## src/rtl/fetch_pkg.sv

```systemverilog
// Shared widths, opcodes and state encoding for the instruction fetch controller.
package fetch_pkg;
  localparam int ADDR_W = 7;
  localparam int DATA_W = 16;

  localparam logic [3:0]        HALT_OP = 4'b1111;
  localparam logic [DATA_W-1:0] NOP     = 16'h0000;

  typedef enum logic [1:0] {
    S_IDLE = 2'd0,
    S_RUN  = 2'd1,
    S_HALT = 2'd2
  } state_e;
endpackage

```

## src/rtl/fetch_ctrl.sv

```systemverilog
// Instruction fetch controller: sequential fetch with branch redirect, stall,
// halt-on-opcode and a debug read port that borrows the memory outside RUN.
module fetch_ctrl
  import fetch_pkg::*;
(
  input  logic              clk,
  input  logic              reset,
  input  logic              start,
  input  logic              stall,
  input  logic              br_taken,
  input  logic [ADDR_W-1:0] br_target,
  output logic [ADDR_W-1:0] imem_addr,
  input  logic [DATA_W-1:0] imem_opcode,
  output logic [DATA_W-1:0] instr,
  output logic              instr_valid,
  output logic [ADDR_W-1:0] instr_pc,
  output logic              halted,
  input  logic              dbg_req,
  input  logic [ADDR_W-1:0] dbg_addr,
  output logic              dbg_ack,
  output logic [DATA_W-1:0] dbg_data
);

  // state | meaning
  // IDLE  | after reset, waiting for start
  // RUN   | fetching one word per unstalled cycle
  // HALT  | halt opcode issued, waiting for start

  state_e              state_q, state_d;
  logic [ADDR_W-1:0]   pc_q, pc_d;
  logic [DATA_W-1:0]   instr_q, instr_d;
  logic [ADDR_W-1:0]   instr_pc_q, instr_pc_d;
  logic                instr_valid_q, instr_valid_d;
  logic                dbg_ack_q, dbg_ack_d;
  logic [DATA_W-1:0]   dbg_data_q, dbg_data_d;
  logic                dbg_grant;

  // The ack cycle blocks a new grant, limiting debug reads to one per two cycles.
  assign dbg_grant = (state_q != S_RUN) && dbg_req && !dbg_ack_q;

  always_ff @(posedge clk) begin
    if (reset) begin
      state_q       <= S_IDLE;
      pc_q          <= '0;
      instr_q       <= NOP;
      instr_pc_q    <= '0;
      instr_valid_q <= 1'b0;
      dbg_ack_q     <= 1'b0;
      dbg_data_q    <= '0;
    end else begin
      state_q       <= state_d;
      pc_q          <= pc_d;
      instr_q       <= instr_d;
      instr_pc_q    <= instr_pc_d;
      instr_valid_q <= instr_valid_d;
      dbg_ack_q     <= dbg_ack_d;
      dbg_data_q    <= dbg_data_d;
    end
  end

  always_comb begin
    state_d       = state_q;
    pc_d          = pc_q;
    instr_d       = instr_q;
    instr_pc_d    = instr_pc_q;
    instr_valid_d = 1'b0;
    dbg_ack_d     = dbg_grant;
    dbg_data_d    = dbg_grant ? imem_opcode : dbg_data_q;
    case (state_q)
      S_IDLE, S_HALT: begin
        if (start) begin
          state_d = S_RUN;
          pc_d    = '0;
        end
      end
      S_RUN: begin
        if (stall) begin
          instr_valid_d = instr_valid_q;
        end else if (br_taken) begin
          // Redirect: the word at the old pc is dropped, giving one bubble.
          pc_d = br_target;
        end else begin
          instr_d       = imem_opcode;
          instr_pc_d    = pc_q;
          instr_valid_d = 1'b1;
          if (imem_opcode[DATA_W-1 -: 4] == HALT_OP) begin
            state_d = S_HALT;
          end else begin
            pc_d = pc_q + 1'b1;
          end
        end
      end
      default: begin
        state_d = S_IDLE;
      end
    endcase
  end

  always_comb begin
    imem_addr   = dbg_grant ? dbg_addr : pc_q;
    halted      = (state_q == S_HALT);
    instr       = instr_q;
    instr_pc    = instr_pc_q;
    instr_valid = instr_valid_q;
    dbg_ack     = dbg_ack_q;
    dbg_data    = dbg_data_q;
  end

endmodule
```

## config.mk

```make
export PLATFORM = sky130hd
export DESIGN_NAME = fetch_ctrl
export DESIGN_NICKNAME = d
export VERILOG_FILES = /design/src/rtl/fetch_pkg.sv /design/src/rtl/fetch_ctrl.sv
export SDC_FILE = /design/constraint.sdc
export NUM_CORES = 1
export LEC_CHECK = 0
export ABC_CLOCK_PERIOD_IN_PS = 1700
export BUFFER_PORTS_ARGS = -buffer_cell sky130_fd_sc_hd__buf_4
export CAP_MARGIN = 20
export CORE_MARGIN = 3
export CORE_UTILIZATION = 47
export CTS_BUF_LIST = sky130_fd_sc_hd__clkbuf_16
export DETAILED_ROUTE_END_ITERATION = 7
export PLACE_DENSITY = 0.78
export SYNTH_ARGS = -nofsm -noshare
export SYNTH_HDL_FRONTEND = slang
export SYNTH_SLANG_ARGS = --single-unit
```

## constraint.sdc

```tcl
create_clock -name clk -period 1.7 [get_ports clk]
set_clock_uncertainty 0.15 [all_clocks]
set_input_delay 0.255 -clock clk [delete_from_list [all_inputs] [get_ports clk]]
set_output_delay 0.255 -clock clk [all_outputs]
set_load 0.01 [all_outputs]
```

-- Yosys cells after proc, flatten, opt, wreduce, memory -nomap -nowiden
Index checks and enable logic that the tools add are counted.
- word-level logic and storage cells: 42
- bits in registers: 50
- memories kept: 0
- RAM bits: 0
- memory bits (read-only): 0
- output and inout bits: 49
- latch bits: 0
- div/mod/pow operators: 0
- multiplexer cells: 12
- magnitude comparators: 0
- equality and inequality tests: 9
- $mul: 0
- reduce and logical (&&, ||, !) cells: 10
- bitwise logic cells: 3
- shift operators: 0
- add/subtract/negate cells: 1
- operators with widths (kind ; number):
    two-way mux 7 bit ; 5
    one-hot mux 7 bit (2 select lines) ; 1
    two-way mux 2 bit ; 4
    inequality test 2 bit, second input constant ; 4
    AND reduction 4 bit ; 2
    adder 7 x 1 -> 7 bit, second input constant ; 1
    equality test 4 bit, second input constant ; 1
    one-hot mux 2 bit (2 select lines) ; 1
    OR reduction 2 bit ; 2
    inequality test 3 bit, second input constant ; 1
    NOT 1 bit ; 3
    AND reduction 3 bit ; 1
    equality test 2 x 1 -> 1 bit, second input constant ; 1
    equality test 2 bit, second input constant ; 1
    logical AND 1 bit ; 2
    zero test 2 bit ; 1
    inequality test 2 x 1 -> 1 bit, second input constant ; 1
    nonzero test 2 bit ; 1
    zero test 1 bit ; 1
    two-way mux 1 bit ; 1

-- Logic depth before layout (Yosys ltp)
- word-level depth: 5
- mapped depth: 6

-- Worst setup path after synthesis
Ideal clock, no wire load.
- kind: flip-flop to output port
- start: register state_q[1]
- end: output port imem_addr[0]
- path slack: 195 ps
- required time: 1295 ps
- arrival time: 1100 ps
- cell stages (with the launch flop): 6
- cells stage by stage: dfxtp_1 > nand2b_1 > nand3b_1 > buf_2 > nand2_1 > nand2_1
- word-level cells in the longest chain between the ends: 4
- RTL lines (item ; RTL line ; RTL):
    start, declared ; fetch_ctrl.sv:29 ; state_e state_q, state_d;
    start signal, assigned ; fetch_ctrl.sv:51 ; state_q <= state_d;
    inequality test 2 x 1 -> 1 bit ; fetch_ctrl.sv:39 ; assign dbg_grant = (state_q != S_RUN) && dbg_req && !dbg_ack_q;
    logical AND 1 bit (2 in series) ; fetch_ctrl.sv:39 ;
    two-way mux 7 bit ; fetch_ctrl.sv:100 ; imem_addr = dbg_grant ? dbg_addr : pc_q;
    end, declared ; fetch_ctrl.sv:12 ; output logic [ADDR_W-1:0] imem_addr,
No other way between the ends.

-- Final worst setup path
- start: register state_q[0]
- end: output port imem_addr[4]
Same word-level chain as after synthesis.

==> run metrics <==
adder-cell area share of the yosys netlist=0.598%; Main synth FF type=dfxtp_1; CP Capture Point=imem_addr[4]; Top delay family on crit path=simple AND/OR/NAND/NOR gates; CORE AREA=4140 µm²; final count of pins violating max slew=0; Post-Route WL=6010 µm; First DRT Iteration DRCs=144; critical path endpoint category=output port; top post-synthesis cells by area=dfxtp_1, nand2_1, a21oi_1; slew at the pin closest to its max-slew limit=0.427 ns; mux cell area share after synthesis=0.479%; R2R depth=6; largest net degree at the start of global routing=30; Final min period=1.77 ns; share of the synthesized area in the top cell type=47.9%; Clock Tree Root=clkbuf_16; Switch Pwr=669 µW; total power=2800 µW; Most common cell on crit path=buf_6; worst slack at placement=-0.0582 ns; Setup CP Type=flip-flop to output port; Synth cell types=34; Sink Count=50; Post-synth EDFFs=0; Leakage Power=0.00136 µW; Tcrit/Tclk final=104%; Die Y=72.7 µm; gpl congestion=0.859; Rel. slew slack=71.2%; Clock power frac=39.2%; vias in the first global route=2034; Residual DRC=0; Critical Path Start=state_q[0]$_SDFFE_PP0P_; cts bufs inserted=5; sequential power share=44.6%; WP depth=6; design area=3090 µm²; FF-to-FF setup slack=0.02 ns; Final nets=400; Peak supply drop=0.000602 V; met2 wire length=3060 µm; critical path arrival=1.37 ns; Antenna Cells=0; placed standard-cell area=2800 µm²; max-cap viol count=0; failing checks=setup timing; fmax=564 MHz; share of cells above drive strength 1=36.1%; critical path data required time=1.29 ns; highest routing layer actually used=met4; Internal Pwr Total=2130 µW; max incr delay on CP=0.32 ns; Final Setup Violations=7; metal3 WL=619 µm; Synth Warn #=0; Mapped Cells=269; critical-path cell list=nor2b_4 -> nor3b_4 -> buf_6 -> nand2_1 -> nand2_2 -> buf_6; pwr dens=905 nW/µm²; part of the power in combinational logic=16.2%; Synth Area in XOR/XNOR=0%; initial antenna violation count=0; Seq/Total Area, Yosys=47.9%; DR vias=2223; largest family of logic cells by synthesized area=simple AND/OR/NAND/NOR gates; deepest clock path buffer count=2; CP Launch Type=flip-flop; HPWL Detailed=4160 µm; die area=5280 µm²; global-route wire length before repair=9340 µm; GRT overflow=0; Yosys reg bits=50; CTS tree=built; WHS=0.0726 ns; GRT Overall Usage=22.7%; CTS H-tree lvls=2; Detail Route Antenna Nets=0; outcome=finished with violations; Die W=72.7 µm; RR Endpoint=pc_q[4]$_SDFFE_PP0P_; Clock Latency Late Sink=0.29 ns; Switching Share=23.9%; clock-pin slew on the worst setup and hold paths=0.06 ns; Post-Synth Simple-Gate Area=28.1%; vias per cell=5.38; WP buf/inv=2; TritonRoute pass-1 iters=4; row count=23; R2R Path Start=state_q[1]$_SDFFE_PP0P_; Avg Inst Size Synth=7.77 µm²; syn nets=306; top-count cell post-synth=nand2_1; final setup margin=-0.0721 ns; Synth async-reset ratio=0%; Critical-path top delay cell=dfxtp_2; P&R area growth vs syn=47.9%; RSZ-0062 raised after global routing=true; DR WL/cell=14.6 µm; crit path max fanout=6; endpoints failing hold=0; Post-CTS Hold Fix Bufs=0; most instantiated cells after synthesis=nand2_1, dfxtp_1, a21oi_1; most area-hungry cell type in the Yosys netlist=dfxtp_1; Initial Util=50.5%; io pins=85; IO buf count=84; M1 wire length=2260 µm; Synth Area in Compound Gates=18.3%; Post-Syn Area=2090 µm²; HP Class=input port to flip-flop
[logic make-up (layout without fill, tap and decap cells)]
family	count (synthesis)	after routing
multiplexers	1	1
flip-flops	50	50
AND/OR/NAND/NOR	133	133
AO/OA/AOI/OAI	66	66
adder cells (fa/ha/maj)	1	1
buffers and inverters	18	112
[sequential cells by signal, summed over array words and instances, names as in the netlist]
register     flops
instr           16
instr_pc         7
dbg_data        16
pc_q             7
instr_valid      1
dbg_ack          1
state_q          2
[power groups by stage]
stage | clock (µW) | sequential, µW | combinational (µW)
after floorplan | 0 | 1290 | 182
after global placement | 0 | 1270 | 396
after detailed placement | 0 | 1270 | 403
after CTS | 1120 | 1250 | 432
after global routing | 1170 | 1250 | 493
final | 1100 | 1250 | 453
[layout by cell type (no fill, tap or decap), types with 2 or more instances in the layout]
cell type and instances:
nand2_1 91, nor2b_1 2, nand2_2 12, buf_4 93, nand2b_4 2, a22oi_1 2, nand3_1 2, nor2_1 10
o2bb2ai_1 4, nor3_1 2, dfxtp_1 48, clkbuf_16 5, o22ai_1 4, a21oi_1 46, nor4_1 2, o211ai_1 2
buf_6 10, inv_1 2, o21ai_0 2, and3_1 3, dfxtp_2 2
[metrics by stage]
stage | instances | utilization [%] | setup TNS [ns]
after floorplan | 269 | - | 0
after global placement | 401 | 67.5 | 0
after detailed placement | 401 | 67.5 | -0.640
after CTS | 413 | 73.3 | -0.296
after global routing | 413 | 74.6 | -0.878
final | 413 | 74.6 | -0.424
[how the worst min path moves through the flow]
stage / from / slack [ns] / depth (start not counted) / to
2_1_floorplan: imem_opcode[0] / 0.24 / 2 / dbg_data[0]$_SDFFE_PP0P_
3_3_place_gp: dbg_data[8]$_SDFFE_PP0P_ / 0.29 / 2 / dbg_data[8]$_SDFFE_PP0P_
3_5_place_dp: dbg_data[3]$_SDFFE_PP0P_ / 0.30 / 2 / dbg_data[3]$_SDFFE_PP0P_
4_1_cts: imem_opcode[3] / 0.07 / 3 / dbg_data[3]$_SDFFE_PP0P_
5_1_grt: imem_opcode[9] / 0.07 / 3 / instr[9]$_SDFFE_PP0P_
6_report: imem_opcode[3] / 0.07 / 3 / dbg_data[3]$_SDFFE_PP0P_
[worst reg2reg max path, stage by stage (launching register included)]
cell	delay, ns
dfxtp_2	0.34
buf_6	0.12
buf_4	0.13
nor4b_4	0.34
o211ai_1	0.21
o22ai_1	0.19
o2bb2ai_1	0.12
[per-layer routing]
layer  global-route usage (%)  up-vias
met5                        0        -
met2                     38.5      102
met4                     7.17        0
met3                     6.75        9
li1                         -     1087
met1                     27.5     1025
[cell type report]
type / count / area [µm²]
Multi-Input combinational cell: 201 / 1040
Clock inverter: 2 / 38.8
Tap cell: 50 / 62.6
Clock buffer: 5 / 125
Fill cell: 332 / 1050
Timing Repair Buffer: 103 / 811
Sequential cell: 50 / 1000
Inverter: 2 / 7.51
[repair_timing]
action	in CTS	in global routing
endpoints found under the hold margin	0	0
resized for setup	9	20
endpoints found under the setup margin	20	15
pin swaps	2	11
buffers inserted	5	0
No activity file was read; power rests on OpenSTA's default activity.
